==> src/rtl/rd_merge_pkg.sv <==
// Shared types for the read-channel packet merger: FSM states, channel
// count and the round-robin pick helper used by the arbiter.
package rd_merge_pkg;

  localparam int NUM_CHAN = 4;
  localparam int CHAN_W   = 2;

  typedef enum logic {
    IDLE = 1'b0,
    READ = 1'b1
  } merge_state_e;

  typedef struct packed {
    logic              found;
    logic [CHAN_W-1:0] idx;
  } rr_pick_t;

  // Search last+1, last+2, last+3, last (mod NUM_CHAN); first requester wins.
  function automatic rr_pick_t rr_pick(input logic [NUM_CHAN-1:0] req,
                                       input logic [CHAN_W-1:0]   last);
    rr_pick_t          pick;
    logic [CHAN_W-1:0] cand;
    pick = '0;
    for (int i = 1; i <= NUM_CHAN; i++) begin
      cand = last + CHAN_W'(i);
      if (!pick.found && req[cand]) begin
        pick.found = 1'b1;
        pick.idx   = cand;
      end
    end
    return pick;
  endfunction

endpackage

==> src/rtl/merge_out_buf.sv <==
// Output buffer of the merger: BUF_DEPTH entries total, one of which is the
// registered head presented to the sink; the rest sit in a small RAM.
module merge_out_buf
  import rd_merge_pkg::*;
#(
  parameter int DATA_WIDTH = 32,
  parameter int BUF_DEPTH  = 4,
  parameter int BUF_AW     = 2,
  parameter int EW         = CHAN_W + 2 + DATA_WIDTH
) (
  input  logic          rd_clk,
  input  logic          rst_n,
  input  logic          push,
  input  logic [EW-1:0] push_data,
  input  logic          out_ready,
  output logic          out_valid,
  output logic [EW-1:0] out_data,
  output logic [BUF_AW:0] count
);

  logic [EW-1:0]     mem [BUF_DEPTH];
  logic [BUF_AW-1:0] wr_ptr;
  logic [BUF_AW-1:0] rd_ptr;
  logic [BUF_AW:0]   mem_cnt;
  logic              pop;
  logic              load_head;
  logic              from_mem;
  logic              to_mem;

  assign pop       = out_valid & out_ready;
  // The head register refills whenever it is empty or being consumed.
  assign load_head = !out_valid || pop;
  assign from_mem  = load_head && (mem_cnt != '0);
  // A push bypasses the RAM only when the head refills and the RAM is empty.
  assign to_mem    = push && !(load_head && (mem_cnt == '0));
  assign count     = mem_cnt + (BUF_AW+1)'(out_valid);

  // Head register, pointers and RAM occupancy.
  always_ff @(posedge rd_clk or negedge rst_n) begin
    if (!rst_n) begin
      out_valid <= 1'b0;
      out_data  <= '0;
      wr_ptr    <= '0;
      rd_ptr    <= '0;
      mem_cnt   <= '0;
    end else begin
      // NOTE: state registers use non-blocking assignments so every flop
      // samples pre-edge values regardless of statement order.
      if (load_head) begin
        if (mem_cnt != '0) begin
          out_data  <= mem[rd_ptr];
          out_valid <= 1'b1;
        end else if (push) begin
          out_data  <= push_data;
          out_valid <= 1'b1;
        end else begin
          out_valid <= 1'b0;
        end
      end
      if (from_mem) rd_ptr <= rd_ptr + 1'b1;
      if (to_mem)   wr_ptr <= wr_ptr + 1'b1;
      mem_cnt <= mem_cnt + (BUF_AW+1)'(to_mem) - (BUF_AW+1)'(from_mem);
    end
  end

  // RAM write port.
  always_ff @(posedge rd_clk) begin
    // NOTE: the RAM itself is not reset; pointers and counts decide which
    // entries are meaningful, so clearing it would only cost reset fan-out.
    if (to_mem) mem[wr_ptr] <= push_data;
  end

  overflow_a: assert property (@(posedge rd_clk) disable iff (!rst_n)
    !(push && !pop && (count == (BUF_AW+1)'(BUF_DEPTH))));

endmodule

==> src/rtl/rd_chan_pkt_merger.sv <==
// Round-robin merger of four read-channel FIFOs into one tagged
// valid/ready stream. A granted channel is drained for PKT_LEN words,
// throttled only by the credit left in the output buffer.
module rd_chan_pkt_merger
  import rd_merge_pkg::*;
#(
  parameter int DATA_WIDTH = 32,
  parameter int PKT_LEN    = 16,
  parameter int BUF_DEPTH  = 4,
  parameter int BUF_AW     = 2
) (
  input  logic                  rd_clk,
  input  logic                  rst_n,
  input  logic [NUM_CHAN-1:0]   chan_en,
  input  logic                  rd_valid0,
  input  logic                  rd_valid1,
  input  logic                  rd_valid2,
  input  logic                  rd_valid3,
  input  logic [DATA_WIDTH-1:0] rd_data0,
  input  logic [DATA_WIDTH-1:0] rd_data1,
  input  logic [DATA_WIDTH-1:0] rd_data2,
  input  logic [DATA_WIDTH-1:0] rd_data3,
  output logic                  rd_en0,
  output logic                  rd_en1,
  output logic                  rd_en2,
  output logic                  rd_en3,
  output logic                  m_valid,
  input  logic                  m_ready,
  output logic [DATA_WIDTH-1:0] m_data,
  output logic [CHAN_W-1:0]     m_chan,
  output logic                  m_sop,
  output logic                  m_eop,
  output logic                  pkt_done
);

  localparam int          EW       = CHAN_W + 2 + DATA_WIDTH;
  localparam logic [7:0]  LAST_IDX = 8'(PKT_LEN - 1);

  logic [NUM_CHAN-1:0]   valid_vec;
  logic [DATA_WIDTH-1:0] data_vec [NUM_CHAN];
  logic [NUM_CHAN-1:0]   rd_en_vec;
  merge_state_e          state;
  merge_state_e          state_nxt;
  rr_pick_t              pick;
  logic [CHAN_W-1:0]     grant;
  logic [CHAN_W-1:0]     last;
  logic [7:0]            word_cnt;
  logic                  issue;
  logic                  inflight;
  logic [CHAN_W-1:0]     ch_d;
  logic                  sop_d;
  logic                  eop_d;
  logic [BUF_AW:0]       occupancy;
  logic [BUF_AW+1:0]     used;
  logic                  has_credit;
  logic [EW-1:0]         push_data;
  logic [EW-1:0]         head;

  assign valid_vec = {rd_valid3, rd_valid2, rd_valid1, rd_valid0};
  assign data_vec  = '{rd_data0, rd_data1, rd_data2, rd_data3};
  assign {rd_en3, rd_en2, rd_en1, rd_en0} = rd_en_vec;

  assign pick = rr_pick(valid_vec & chan_en, last);

  // Credit uses registered terms only, so m_ready never reaches rd_en.
  assign used       = {1'b0, occupancy} + (BUF_AW+2)'(inflight);
  assign has_credit = used < (BUF_AW+2)'(BUF_DEPTH);

  // Next-state and read-request decode.
  always_comb begin
    // NOTE: every output of this block gets a default first, so no path
    // through the case leaves a signal unassigned and no latch is inferred.
    state_nxt = state;
    rd_en_vec = '0;
    issue     = 1'b0;
    pkt_done  = 1'b0;
    case (state)
      IDLE: if (pick.found) state_nxt = READ;
      READ: begin
        issue            = has_credit;
        rd_en_vec[grant] = has_credit;
        if (has_credit && (word_cnt == LAST_IDX)) begin
          pkt_done  = 1'b1;
          state_nxt = IDLE;
        end
      end
      default: state_nxt = IDLE;
    endcase
  end

  // FSM state, grant/round-robin pointer and per-packet word counter.
  always_ff @(posedge rd_clk or negedge rst_n) begin
    if (!rst_n) begin
      state    <= IDLE;
      grant    <= '0;
      last     <= CHAN_W'(NUM_CHAN - 1);
      word_cnt <= '0;
    end else begin
      state <= state_nxt;
      if ((state == IDLE) && pick.found) begin
        grant    <= pick.idx;
        last     <= pick.idx;
        word_cnt <= '0;
      end else if (issue) begin
        word_cnt <= word_cnt + 8'd1;
      end
    end
  end

  // Read pipeline: tags travel alongside the one-cycle FIFO read latency.
  always_ff @(posedge rd_clk or negedge rst_n) begin
    if (!rst_n) begin
      inflight <= 1'b0;
      ch_d     <= '0;
      sop_d    <= 1'b0;
      eop_d    <= 1'b0;
    end else begin
      inflight <= issue;
      ch_d     <= grant;
      sop_d    <= (word_cnt == 8'd0);
      eop_d    <= (word_cnt == LAST_IDX);
    end
  end

  assign push_data = {ch_d, sop_d, eop_d, data_vec[ch_d]};

  merge_out_buf #(
    .DATA_WIDTH (DATA_WIDTH),
    .BUF_DEPTH  (BUF_DEPTH),
    .BUF_AW     (BUF_AW)
  ) u_buf (
    .rd_clk    (rd_clk),
    .rst_n     (rst_n),
    .push      (inflight),
    .push_data (push_data),
    .out_ready (m_ready),
    .out_valid (m_valid),
    .out_data  (head),
    .count     (occupancy)
  );

  assign {m_chan, m_sop, m_eop, m_data} = head;

endmodule

==> config.mk <==
export PLATFORM = sky130hd
export DESIGN_NAME = rd_chan_pkt_merger
export DESIGN_NICKNAME = d
export VERILOG_FILES = /design/src/rtl/rd_merge_pkg.sv /design/src/rtl/merge_out_buf.sv /design/src/rtl/rd_chan_pkt_merger.sv
export SDC_FILE = /design/constraint.sdc
export NUM_CORES = 1
export LEC_CHECK = 0
export CORE_ASPECT_RATIO = 0.6
export CORE_MARGIN = 8
export CORE_UTILIZATION = 45
export CTS_BUF_LIST = sky130_fd_sc_hd__clkbuf_4
export CTS_CLUSTER_DIAMETER = 50
export DETAILED_ROUTE_END_ITERATION = 8
export PLACE_DENSITY_LB_ADDON = 0.12
export SLEW_MARGIN = 20
export SYNTH_ARGS = -nofsm -noshare
export SYNTH_HDL_FRONTEND = slang
export SYNTH_HIERARCHICAL = 1
export SYNTH_SLANG_ARGS = --single-unit
==> constraint.sdc <==
create_clock -name rd_clk -period 3.2 [get_ports rd_clk]
set_clock_uncertainty 0.15 [all_clocks]
set_input_delay 0.48 -clock rd_clk [delete_from_list [all_inputs] [get_ports rd_clk]]
set_output_delay 0.48 -clock rd_clk [all_outputs]
set_load 0.01 [all_outputs]
### Yosys cells after proc, flatten, opt, wreduce, memory -nomap -nowiden

Memories as Yosys holds them, arrays and structs flattened.
Index checks and enable logic that the tools add are counted.

* bitwise logic cells: 5
* $add $sub $neg: 10
* equal/unequal tests: 1
* $lt $le $gt $ge: 8
* reduce and logical (&&, ||, !) cells: 21
* multiplexer cells: 32

Operator list (count)
* 36-bit 2-to-1 mux: 2
* 32-bit binary-select mux with 2-bit select: 1
* 32-bit 2-to-1 mux: 2
* 8-bit 2-to-1 mux: 2
* 2-bit by 3-bit < comparator with 1-bit output, second input constant: 5
* 1-bit 2-to-1 mux: 14
* 3-bit 2-to-1 mux: 4
* 1-bit logical AND: 9
* 8-bit by 1-bit adder with 8-bit output, second input constant: 1
* 4-bit AND: 2
* 1-bit binary-select mux with 2-bit select: 4
* 8-bit by 4-bit == test with 1-bit output, second input constant: 1
* 8-bit logical NOT: 1
* 2-bit by 1-bit adder with 2-bit output, second input constant: 3
* 3-bit by 1-bit adder with 3-bit output: 2
* 1-bit logical NOT: 5
* 2-bit adder, second input constant: 2
* 3-bit by 1-bit adder with 4-bit output: 1
* 4-bit by 3-bit < comparator with 1-bit output, second input constant: 1
* 4-bit 2-to-1 mux: 1
* 2-bit nonzero test: 2
* 3-bit >= comparator, second input constant: 1
* 3-bit logical NOT: 1
* 2-bit inverter with 3-bit output: 1
* 9 further kinds: 9

* logic and storage cells: 91
* input bits: 139
* memory bits (writable): 144
* output and inout port bits: 42
* memories kept: 1
* register bits after elaboration: 62

Memories
* u_buf.mem: words 4, width 36, rd ports 1, clocked after memory_dff 0, wr ports 1, line merge_out_buf.sv:21 `logic [EW-1:0] mem [BUF_DEPTH];`

### Depth between registers and ports, before layout

Gate-level depths: netlist (run 1).

* depth after elaboration: 15
* depth in mapped cells: 10
* mapped depth without buffers: 9

### Modules after synthesis

Netlist (run 1), hierarchy kept.

Modules (own cells, without submodules)
* merge_out_buf: area an instance 7339.5 um^2, cells each 395, seq. area each 5425.2 um^2, instances 1
* rd_chan_pkt_merger: area an instance 1744.2 um^2, cells each 140, seq. area each 452.9 um^2, instances 1

### Worst setup path after synthesis (run 1)

No wires, ideal clock.

* path kind: reg-to-reg
* start point: reg u_buf.mem_cnt[1]
* end point: mem u_buf/mem[0][0] (netlist bit), enable pin
* path buffers: 1
* stages on the path, launching flop included: 5
* required time: 2.653 ns
* slack: 0.820 ns
* arrival time: 1.833 ns
* cell sequence: dfrtp_1 nor3_4 buf_4 a21boi_2 and2_1

* longest elaborated chain between the ends: 6

RTL lines
* start: declaration: line merge_out_buf.sv:24 `logic [BUF_AW:0] mem_cnt;`
* start signal: assignment: line merge_out_buf.sv:62 `mem_cnt <= mem_cnt + (BUF_AW+1)'(to_mem) - (BUF_AW+1)'(from_mem);`
* 3-bit logical NOT: line merge_out_buf.sv:35 `assign to_mem = push && !(load_head && (mem_cnt == '0));`
* 1-bit logical AND: line merge_out_buf.sv:35
* 1-bit logical NOT: line merge_out_buf.sv:35
* 1-bit logical AND: line merge_out_buf.sv:35
* 1-bit 2-to-1 mux: line merge_out_buf.sv:70 `if (to_mem) mem[wr_ptr] <= push_data;`
* 1-bit 2-to-1 mux (implied by the code): line merge_out_buf.sv:70
* end: declaration: line merge_out_buf.sv:21

No other way between the ends.

### Final worst setup path (run 1)

* start point: reg u_buf.out_valid
* end point: out rd_en3

* longest elaborated chain between the ends: 5

RTL lines
* start: declaration: line merge_out_buf.sv:16 `output logic out_valid,`
* start signal: assignment: line merge_out_buf.sv:41 `out_valid <= 1'b0;`
* start signal: assignment: line merge_out_buf.sv:52 `out_valid <= 1'b1;`
* start signal: assignment: line merge_out_buf.sv:55 `out_valid <= 1'b1;`
* 3-bit by 1-bit adder with 3-bit output: line merge_out_buf.sv:36 `assign count = mem_cnt + (BUF_AW+1)'(out_valid);`
* via occupancy[2]: line rd_chan_pkt_merger.sv:53 `logic [BUF_AW:0] occupancy;`
* 3-bit by 1-bit adder with 4-bit output: line rd_chan_pkt_merger.sv:66 `assign used = {1'b0, occupancy} + (BUF_AW+2)'(inflight);`
* 4-bit by 3-bit < comparator with 1-bit output: line rd_chan_pkt_merger.sv:67 `assign has_credit = used < (BUF_AW+2)'(BUF_DEPTH);`
* 4-bit AND (no line)
* 4-bit 2-to-1 mux: line rd_chan_pkt_merger.sv:77 `case (state)`
* end: declaration: line rd_chan_pkt_merger.sv:26 `output logic rd_en3,`

The timed path passes the listed nets, and every way through them passes these cells.

==> qor.txt, run 1 <==
DR pass1 iterations -> 4
Row cnt -> 40
Sequential area share after synthesis -> 64.7%
Worst Max-Slew Pin Slew -> 0.983 ns
Setup tns final -> 0 ns
R2R Setup Slk -> 0.69 ns
CTS clk-pin slew, worst paths -> 0.06 ns
Critical Path RT -> 2.57 ns
Post-synth EDFFs -> 144
Leak pwr -> 4.24 nW
Final ANT Viol Nets -> 0
Mapped Area -> 9080 um2
Sw power -> 3.89 mW
Largest net degree at the start of global routing -> 63
WS Path Type -> reg2out
Synth Instances -> 535
Overall Global Routing Usage -> 18.3%
Final Power -> 11.3 mW
Sw Share -> 34.5%
Buffers on Ports -> 180
Placer Congestion -> 0.793
Initial DRC Count -> 303
Post-layout util -> 59.4%
Synth Warn # -> 6
Initial Util -> 45.6%
Detailed Place HPWL -> 15.1 mm
Final setup viols -> 0
Die H -> 126 um
Yosys reg bits -> 206
Root buf cell -> clkbuf_4
Synth area leaders -> edfxtp_1 48%, mux4_2 17%, dfrtp_1 17%, o2bb2ai_1 3.2%, a21oi_1 2.1%
Worst slew margin -> 34.5%
Total gr overflow -> 0
Vias per cell -> 5.45
CTS Buf Count -> 48
Tmin final -> 3.02 ns
Final Hold Vio Count -> 0
Slew Limit Fails -> 0
Final WL -> 23.0 mm
RSZ-0062 raised after global routing -> false
Pint -> 7.38 mW
Comb pwr share -> 39.5%
Max Clock Freq -> 0.331 GHz
Fillers -> 1613
Worst setup EP type -> output port
Vias in the first global route -> 6467
Final period util -> 94.3%
Die Span X -> 199 um
Post-synth top area share -> 47.6%
Final nets -> 907
Mapped Avg Cell Area -> 17.0 um2
Fraction of layout cells with a size suffix above 1 -> 24.0%
DR vias -> 5814
CP arrival -> 2.39 ns
Most common cell after layout, fill and taps aside -> clkdlybuf4s50_1
Synth Flop Type -> edfxtp_1
Sequential Power Share -> 42.8%
Layout area overhead -> 30.4%
Maximum vdd ir drop -> 0.000415 V
Status -> completed
Clock Power Share -> 17.7%
Core Region -> 19900 um2
Clock Path Buffers -> 3
Remaining DRCs -> 0
CTS tree -> done
Critical path launch point type -> flop
Clk_lat worst skew -> 0.59 ns
Synth area leader -> edfxtp_1
Max FO, Critical Path -> 6
Power density cells -> 952 nW/um2
Most frequent cells in the layout -> 174 x clkdlybuf4s50_1, 144 x edfxtp_1, 72 x clkbuf_4
Initial antenna violation count -> 1
Max-cap viol count -> 0
Routed WL per cell -> 21.5 um
Hold crit path type -> reg2reg
H-tree levels -> 2
CTS sink cnt -> 206
Mapped Nets -> 685
Die area -> 25100 um2
Boundary Pins -> 181
Post-synth ARST share -> 30.1%
Post-synth cell types -> 54
First-pass GRT wire length -> 36.2 mm
## cell type report
| class | count | area (um2) | share of cell area, % |
|---|---|---|---|
| antenna | 1 | 2.50 | 0.0211 |
| clock buffer | 72 | 541 | 4.56 |
| clock inverter | 14 | 53.8 | 0.454 |
| inverter | 9 | 33.8 | 0.285 |
| multi-input combinational | 290 | 3000 | 25.3 |
| sequential | 206 | 5880 | 49.7 |
| tap | 273 | 342 | 2.88 |
| timing repair buffer | 202 | 1990 | 16.8 |
## worst paths after layout
| check | endpoint | cells after the start | from |
|---|---|---|---|
| max | rd_en3 | 8 | u_buf/out_valid |
| max reg2reg | u_buf/mem_cnt[2] | 9 | u_buf/mem_cnt[2] |
| min in group asynchronous | u_buf/out_data[0] | 2 | rst_n |
| min | u_buf/out_data[3] | 1 | u_buf/out_data[3] |
| min reg2reg | u_buf/out_data[3] | 1 | u_buf/out_data[3] |
| max in group asynchronous | u_buf/rd_ptr[0] | 2 | rst_n |
## metrics by stage
step	instances	cell area [um2]	worst slack, ns	hold slack [ns]
2_1_floorplan	535	9080	0.820	0.0344
3_3_place_gp	975	11200	0.323	0.309
3_5_place_dp	975	11200	0.235	0.324
4_1_cts	1063	11800	0.0858	0.344
5_1_grt	1067	11800	0.00587	0.354
6_report	1067	11800	0.182	0.342
## registers in the layout (all words and copies together) (netlist names)
signal	flops
state	1
u_buf/out_data	36
grant	2
eop_d	1
ch_d	2
u_buf/rd_ptr	2
u_buf/wr_ptr	2
u_buf/mem_cnt	3
u_buf/out_valid	1
sop_d	1
last	2
word_cnt	8
inflight	1
u_buf/mem	144
## timing repair
action                                 in CTS  in global routing
setup endpoints to repair                   5                  4
pin swaps                                   0                  1
gates resized for setup                     8                  3
setup buffers                               1                  3
endpoints found under the hold margin      60                  0
hold buffers                                1                  0
cloned                                      0                  0
## critical path, stage by stage, from the launching register on
cell	delay [ns]
dfrtp_1	0.40
ha_2	0.19
ha_1	0.18
xor2_1	0.16
and2b_2	0.26
nand2_4	0.12
inv_2	0.06
and3_1	0.17
dlygate4sd2_1	0.28
## layer usage
metal	wire, um	vias to the layer above	share of wire, %	GRT usage, %
li1	-	2613	-	-
met1	10500	2978	46	25.0
met2	10500	199	46	28.8
met3	1700	24	7.4	5.59
met4	226	0	0.98	3.79
met5	0	-	0	0
## synthesized netlist by cell type (all sizes together) (6+ instances only)
master and n:
a21oi 39, ha 10, o2bb2ai 33, nand2 19, nor2 51, buf 30
dfrtp 60, inv 9, mux4 68, xnor2 6, nand3 7, and2 6
edfxtp 144
## power by group through the flow
| stage | Combinational, mW | Clock [mW] | Sequential (mW) |
|---|---|---|---|
| global placement | 4.26 | 0 | 4.83 |
| finish | 4.45 | 2.00 | 4.83 |
| global route | 4.84 | 2.20 | 4.94 |
| CTS | 4.42 | 2.06 | 4.84 |
| floorplan | 2.92 | 0 | 4.62 |
| detailed placement | 4.39 | 0 | 4.88 |
## kinds of logic after synthesis
family / Yosys count / share of synthesized area (%)
multiplexers: 68 / 16.9
buffers and inverters: 39 / 2.52
flip-flops: 206 / 64.7
AND/OR/NAND/NOR: 105 / 5.74
XOR/XNOR: 10 / 0.964
AO/OA/AOI/OAI: 96 / 7.60
adder cells (fa/ha/maj): 11 / 1.60
(Power assumes the default switching activity.)
==> run 2, diff against run 1 <==
- ABC_AREA: default -> 0
==> results of run 2 <==
The final DEF is identical to that of run 1; final timing and power are the same.
==> edit 1 (settings of run 1) <==
`BUF_DEPTH` is set to 4 in 2 places; all go to 2.
--- a/src/rtl/merge_out_buf.sv
+++ b/src/rtl/merge_out_buf.sv
@@ -4,7 +4,7 @@
   import rd_merge_pkg::*;
 #(
   parameter int DATA_WIDTH = 32,
-  parameter int BUF_DEPTH  = 4,
+  parameter int BUF_DEPTH  = 2,
   parameter int BUF_AW     = 2,
   parameter int EW         = CHAN_W + 2 + DATA_WIDTH
 ) (
--- a/src/rtl/rd_chan_pkt_merger.sv
+++ b/src/rtl/rd_chan_pkt_merger.sv
@@ -6,7 +6,7 @@
 #(
   parameter int DATA_WIDTH = 32,
   parameter int PKT_LEN    = 16,
-  parameter int BUF_DEPTH  = 4,
+  parameter int BUF_DEPTH  = 2,
   parameter int BUF_AW     = 2
 ) (
   input  logic                  rd_clk,
Formal check against the unedited RTL: not equivalent (a bounded check fails within 4 cycles, from zero or initial values and one cycle with rst_n low).
==> edit 1 against run 1 <==
Wire length fell by 25%; setup slack worse by 0.023 ns; sequential share of layout area fell by 8.5 points; count of clock-buffer cells in the layout down 55; register-to-register slack lost 0.29 ns; final area fell by 25%; power is 34% lower; critical path depth down 1; area after synthesis fell by 29%; core utilization up 3.2 points; sequential cell count down 74; combinational power down 22%; critical endpoint is now pkt_done.
==> edit 1: results (changes against run 1) <==
| Metric | Value |
|---|---|
| Top cells by area, synth | `edfxtp_1 34%, dfrtp_1 23%, mux4_2 11%` |
| Met2 routed wirelength | `7.87 mm (-25%)` |
| Net total in the final layout | `783 (-14%)` |
| Max_slew headroom | `41.7% (+7.2 points)` |
| Worst hold path stage count | `0 (-1)` |
| Cell internal power dissipation | `0.00468 W (-37%)` |
| Vias per cell | `5.60 (+2.8%)` |
| Nets in the synthesized netlist | `592 (-14%)` |
| Delay of the slowest cell on the worst path | `0.43 ns (+0.03 ns)` |
| Vias in the first global route | `5161 (-20%)` |
| Inst Count DP | `810 (-17%)` |
| Routed metal-1 wirelength | `7.52 mm (-28%)` |
| Arrival time reported for the critical path endpoint | `2.41 ns (+0.02 ns)` |
| Fraction of registers with async set or reset after synthesis | `45.5% (+15 points)` |
| Run status | `complete, no violations` |
| Antenna fix cells | `0 (-1)` |
| Clk buf depth | `2 (-1)` |
| Fraction of layout instances using a drive strength above 1 | `20.8% (-3.2 points)` |
| Placer congestion estimate | `0.800 (+0.87%)` |
| Met3 wirelength from detailed routing | `1.60 mm (-6.1%)` |
| Count of flip-flops with a built-in enable after synthesis | `72 (-50%)` |
| Leakage power total | `3.25 nW (-23%)` |
| Clock input transition at the sequential cells of the worst setup and hold paths | `0.11 ns (+0.05 ns)` |
| Setup slack on the worst flop-to-flop path | `0.40 ns (-0.29 ns)` |
| Number of fill cells in the layout | `1097 (-32%)` |
| Pin count of the biggest net entering global routing | `41 (-35%)` |
| Post-synth cell types | `55 (+1.9%)` |
## edit 1: changes by cell type after synthesis, sizes merged, moves of 9 or more
| cell | before | now |
|---|---|---|
| nand2 | 19 | 8 |
| nor2 | 51 | 5 |
| o2bb2ai | 33 | 0 |
| edfxtp | 144 | 72 |
| mux2i | 0 | 36 |
| mux2 | 0 | 36 |
| clkbuf | 0 | 9 |
| nor4 | 2 | 36 |
| mux4 | 68 | 32 |
## edit 1: worst max-delay path by stage
| stage | end | slack, ns | cells past startpoint |
|---|---|---|---|
| final | pkt_done | 0.16 | 7 |
| after global routing | pkt_done | 0.02 | 7 |
| after floorplan | u_buf/mem[0][0] | 0.16 | 3 |
| after CTS | rd_en3 | 0.01 | 8 |
| after detailed placement | pkt_done | -0.08 | 7 |
| after global placement | pkt_done | 0.08 | 7 |
## edit 1: cell families (layout without fill, tap and decap cells)
family / count (synthesis) / after routing / share of synthesized area [%]
multiplexers: 104 / 104 / 23.1
AND/OR/NAND/NOR: 83 / 83 / 7.98
adder cells (fa/ha/maj): 8 / 8 / 1.67
AO/OA/AOI/OAI: 69 / 69 / 6.35
flip-flops: 132 / 132 / 56.9
buffers and inverters: 43 / 247 / 3.13
XOR/XNOR: 6 / 6 / 0.932
## edit 1: layout make-up
cell class	instances	area, um2	area share, %
well taps	198	248	2.77
clock inverters	15	165	1.85
inverters	11	41.3	0.462
repair buffers	204	1990	22.3
flip-flops and latches	132	3670	41.1
clock buffers	17	128	1.43
multi-input cells	270	2680	30.0
## edit 1: timing repair
action / in CTS / in global routing
pin swaps: 2 / 2
endpoints found under the setup margin: 5 / 5
resized for setup: 22 / 8
endpoints found under the hold margin: 23 / 0
hold buffers: 1 / 0
buffers inserted: 3 / 1
==> edit 2 (flow settings as in run 1) <==
Without the edit above. One comparison of `word_cnt` changes from == to >=.
--- a/src/rtl/rd_chan_pkt_merger.sv
+++ b/src/rtl/rd_chan_pkt_merger.sv
@@ -79,7 +79,7 @@
       READ: begin
         issue            = has_credit;
         rd_en_vec[grant] = has_credit;
-        if (has_credit && (word_cnt == LAST_IDX)) begin
+        if (has_credit && (word_cnt >= LAST_IDX)) begin
           pkt_done  = 1'b1;
           state_nxt = IDLE;
         end
Function: same outputs for any inputs over 4 cycles, from zero or initial values and one cycle with rst_n low; that may be too few to reach the edited logic, so the function may still have changed.
==> edit 2 against run 1 <==
Area after synthesis down 0.90%; critical path type unchanged; setup slack better by 0.012 ns; synthesized cell count shrank 1.7%; wire length is 2.3% lower; first-iteration DRC count up 4.6%; core utilization barely moved; power down 0.27%; final area decreased by 0.49%; critical endpoint unchanged; non-clock buffer count is 1 lower; sequential cell count is the same; clock power grew 12%.
==> edit 2: results (changes against run 1) <==
| Metric | Value |
|---|---|
| First-pass GRT wire length | `35.2 mm (-2.7%)` |
| Top cells by count, synth | `144 x edfxtp_1, 68 x mux4_2, 60 x dfrtp_1, 47 x nor2_1, 39 x a21oi_1` |
| Top cells by area, synth | `edfxtp_1 48%, mux4_2 17%, dfrtp_1 17%` |
| Leakage power total | `4.29 nW (+1.1%)` |
| Global routing usage summed across all routing layers | `17.9% (-0.41 points)` |
| Startpoint of the lowest-slack hold path | `grant[0]` |
| Nets in the synthesized netlist | `676 (-1.3%)` |
| Placer congestion estimate | `0.796 (+0.43%)` |
| RR Endpoint | `u_buf/mem_cnt[2]` |
| Number of fill cells in the layout | `1567 (-2.9%)` |
| Clk buf depth | `3 (unchanged)` |
| Detailed Place HPWL | `14.4 mm (-4.7%)` |
| Vias per cell | `5.44 (-0.17%)` |
| H-tree depth | `2 (unchanged)` |
| Clock input transition at the sequential cells of the worst setup and hold paths | `0.07 ns` |
| Setup crit start | `u_buf/out_valid` |
| Worst hold path stage count | `0 (-1)` |
| Post-synth cell types | `45 (-17%)` |
| Drt initial violations | `317 (+4.6%)` |
| Worst Path Max Fanout | `6 (unchanged)` |
| Setup slack on the worst flop-to-flop path | `0.72 ns (+0.03 ns)` |
| Proportion of synthesized chip area in sequential cells | `65.3% (+0.58 points)` |
| Net Sw Power | `0.00379 W (-2.6%)` |
| Overall routed net length | `22.4 mm (-2.3%)` |
| Compound-cell area share of the yosys netlist | `6.70% (-0.90 points)` |
| Run status | `complete, no violations` |
| Cell internal power dissipation | `0.00745 W (+0.97%)` |
| Post-synthesis share of cell area spent on full adders, half adders and majority gates | `1.83% (+0.24 points)` |
| Multiplexer fraction of the synthesized cell area | `17.0% (+0.15 points)` |
| Synth Area in XOR/XNOR | `1.17% (+0.20 points)` |
| Total iterations of the first detailed-routing run | `5 (+1)` |
| Antenna fix cells | `0 (-1)` |
| Vias in the first global route | `6364 (-1.6%)` |
| Number of antenna violations at the first check in global routing | `0 (-1)` |
| Fraction of layout instances using a drive strength above 1 | `24.6% (+0.63 points)` |
| Worst Max-Slew Pin Slew | `1.05 ns (+0.0646 ns)` |
| Clk power | `0.00224 W (+12%)` |
| Maximum ir drop on the vdd rail | `0.362 mV (-13%)` |
| Sequential Power Share | `43.2% (+0.4 points)` |
| Net total in the final layout | `896 (-1.2%)` |
| Count of flip-flops with a built-in enable after synthesis | `144 (unchanged)` |
| Hold Crit Endpoint | `ch_d[0]` |
edit 2: changes by cell type after synthesis, sizes merged, moves of 3 or more:
cell and change:
inv +4, nand2 -6, xor2 +4, nand3 -3
edit 2: worst max-delay path, stage by stage (launching register included):
cell and delay [ns]:
dfrtp_1 0.41, ha_1 0.22, ha_1 0.19, xor2_1 0.11
and2b_2 0.25, nand2_4 0.09, inv_2 0.07, and3_1 0.18
dlygate4sd2_1 0.28
edit 2: through the flow:
stage	cells	setup WS (ns)	cell area, um2	util, %	hold WS (ns)
final	1058	0.194	11800	59.5	0.300
after global routing	1058	0.0501	11800	59.5	0.322
after CTS	1058	0.136	11800	59.5	0.317
after detailed placement	966	0.324	11100	56.0	0.307
after global placement	966	0.401	11100	56.0	0.300
after floorplan	526	0.820	9000	-	0.0344
edit 2: per-layer routing:
layer	wire (um)	share of wire, %	global-route usage, %	vias up
li1	-	-	-	2566
met1	9990	45	24.3	2961
met2	10600	47	28.6	209
met3	1630	7.2	5.04	19
met4	189	0.84	3.78	0
met5	0	0	0	-
edit 2: logic make-up after synthesis:
kind of cell	Yosys count
XOR/XNOR	12
multiplexers	68
buffers and inverters	44
flip-flops	206
AO/OA/AOI/OAI	89
adder cells (fa/ha/maj)	13
AND/OR/NAND/NOR	94
edit 2: what timing repair did:
action / 4_1_cts / 5_1_grt
hold endpoints to repair: 60 / 0
gates resized for setup: 7 / 0
endpoints found under the setup margin: 5 / 0
hold buffers: 1 / 0
setup buffers: 2 / 0
edit 2: layout make-up:
class / count / area, um2 / area share, %
flip-flops and latches: 206 / 5890 / 49.9
multi-input cells: 276 / 2880 / 24.5
repair buffers: 201 / 1950 / 16.6
clock buffers: 83 / 623 / 5.29
well taps: 273 / 342 / 2.90
clock inverters: 6 / 48.8 / 0.414
inverters: 13 / 48.8 / 0.414
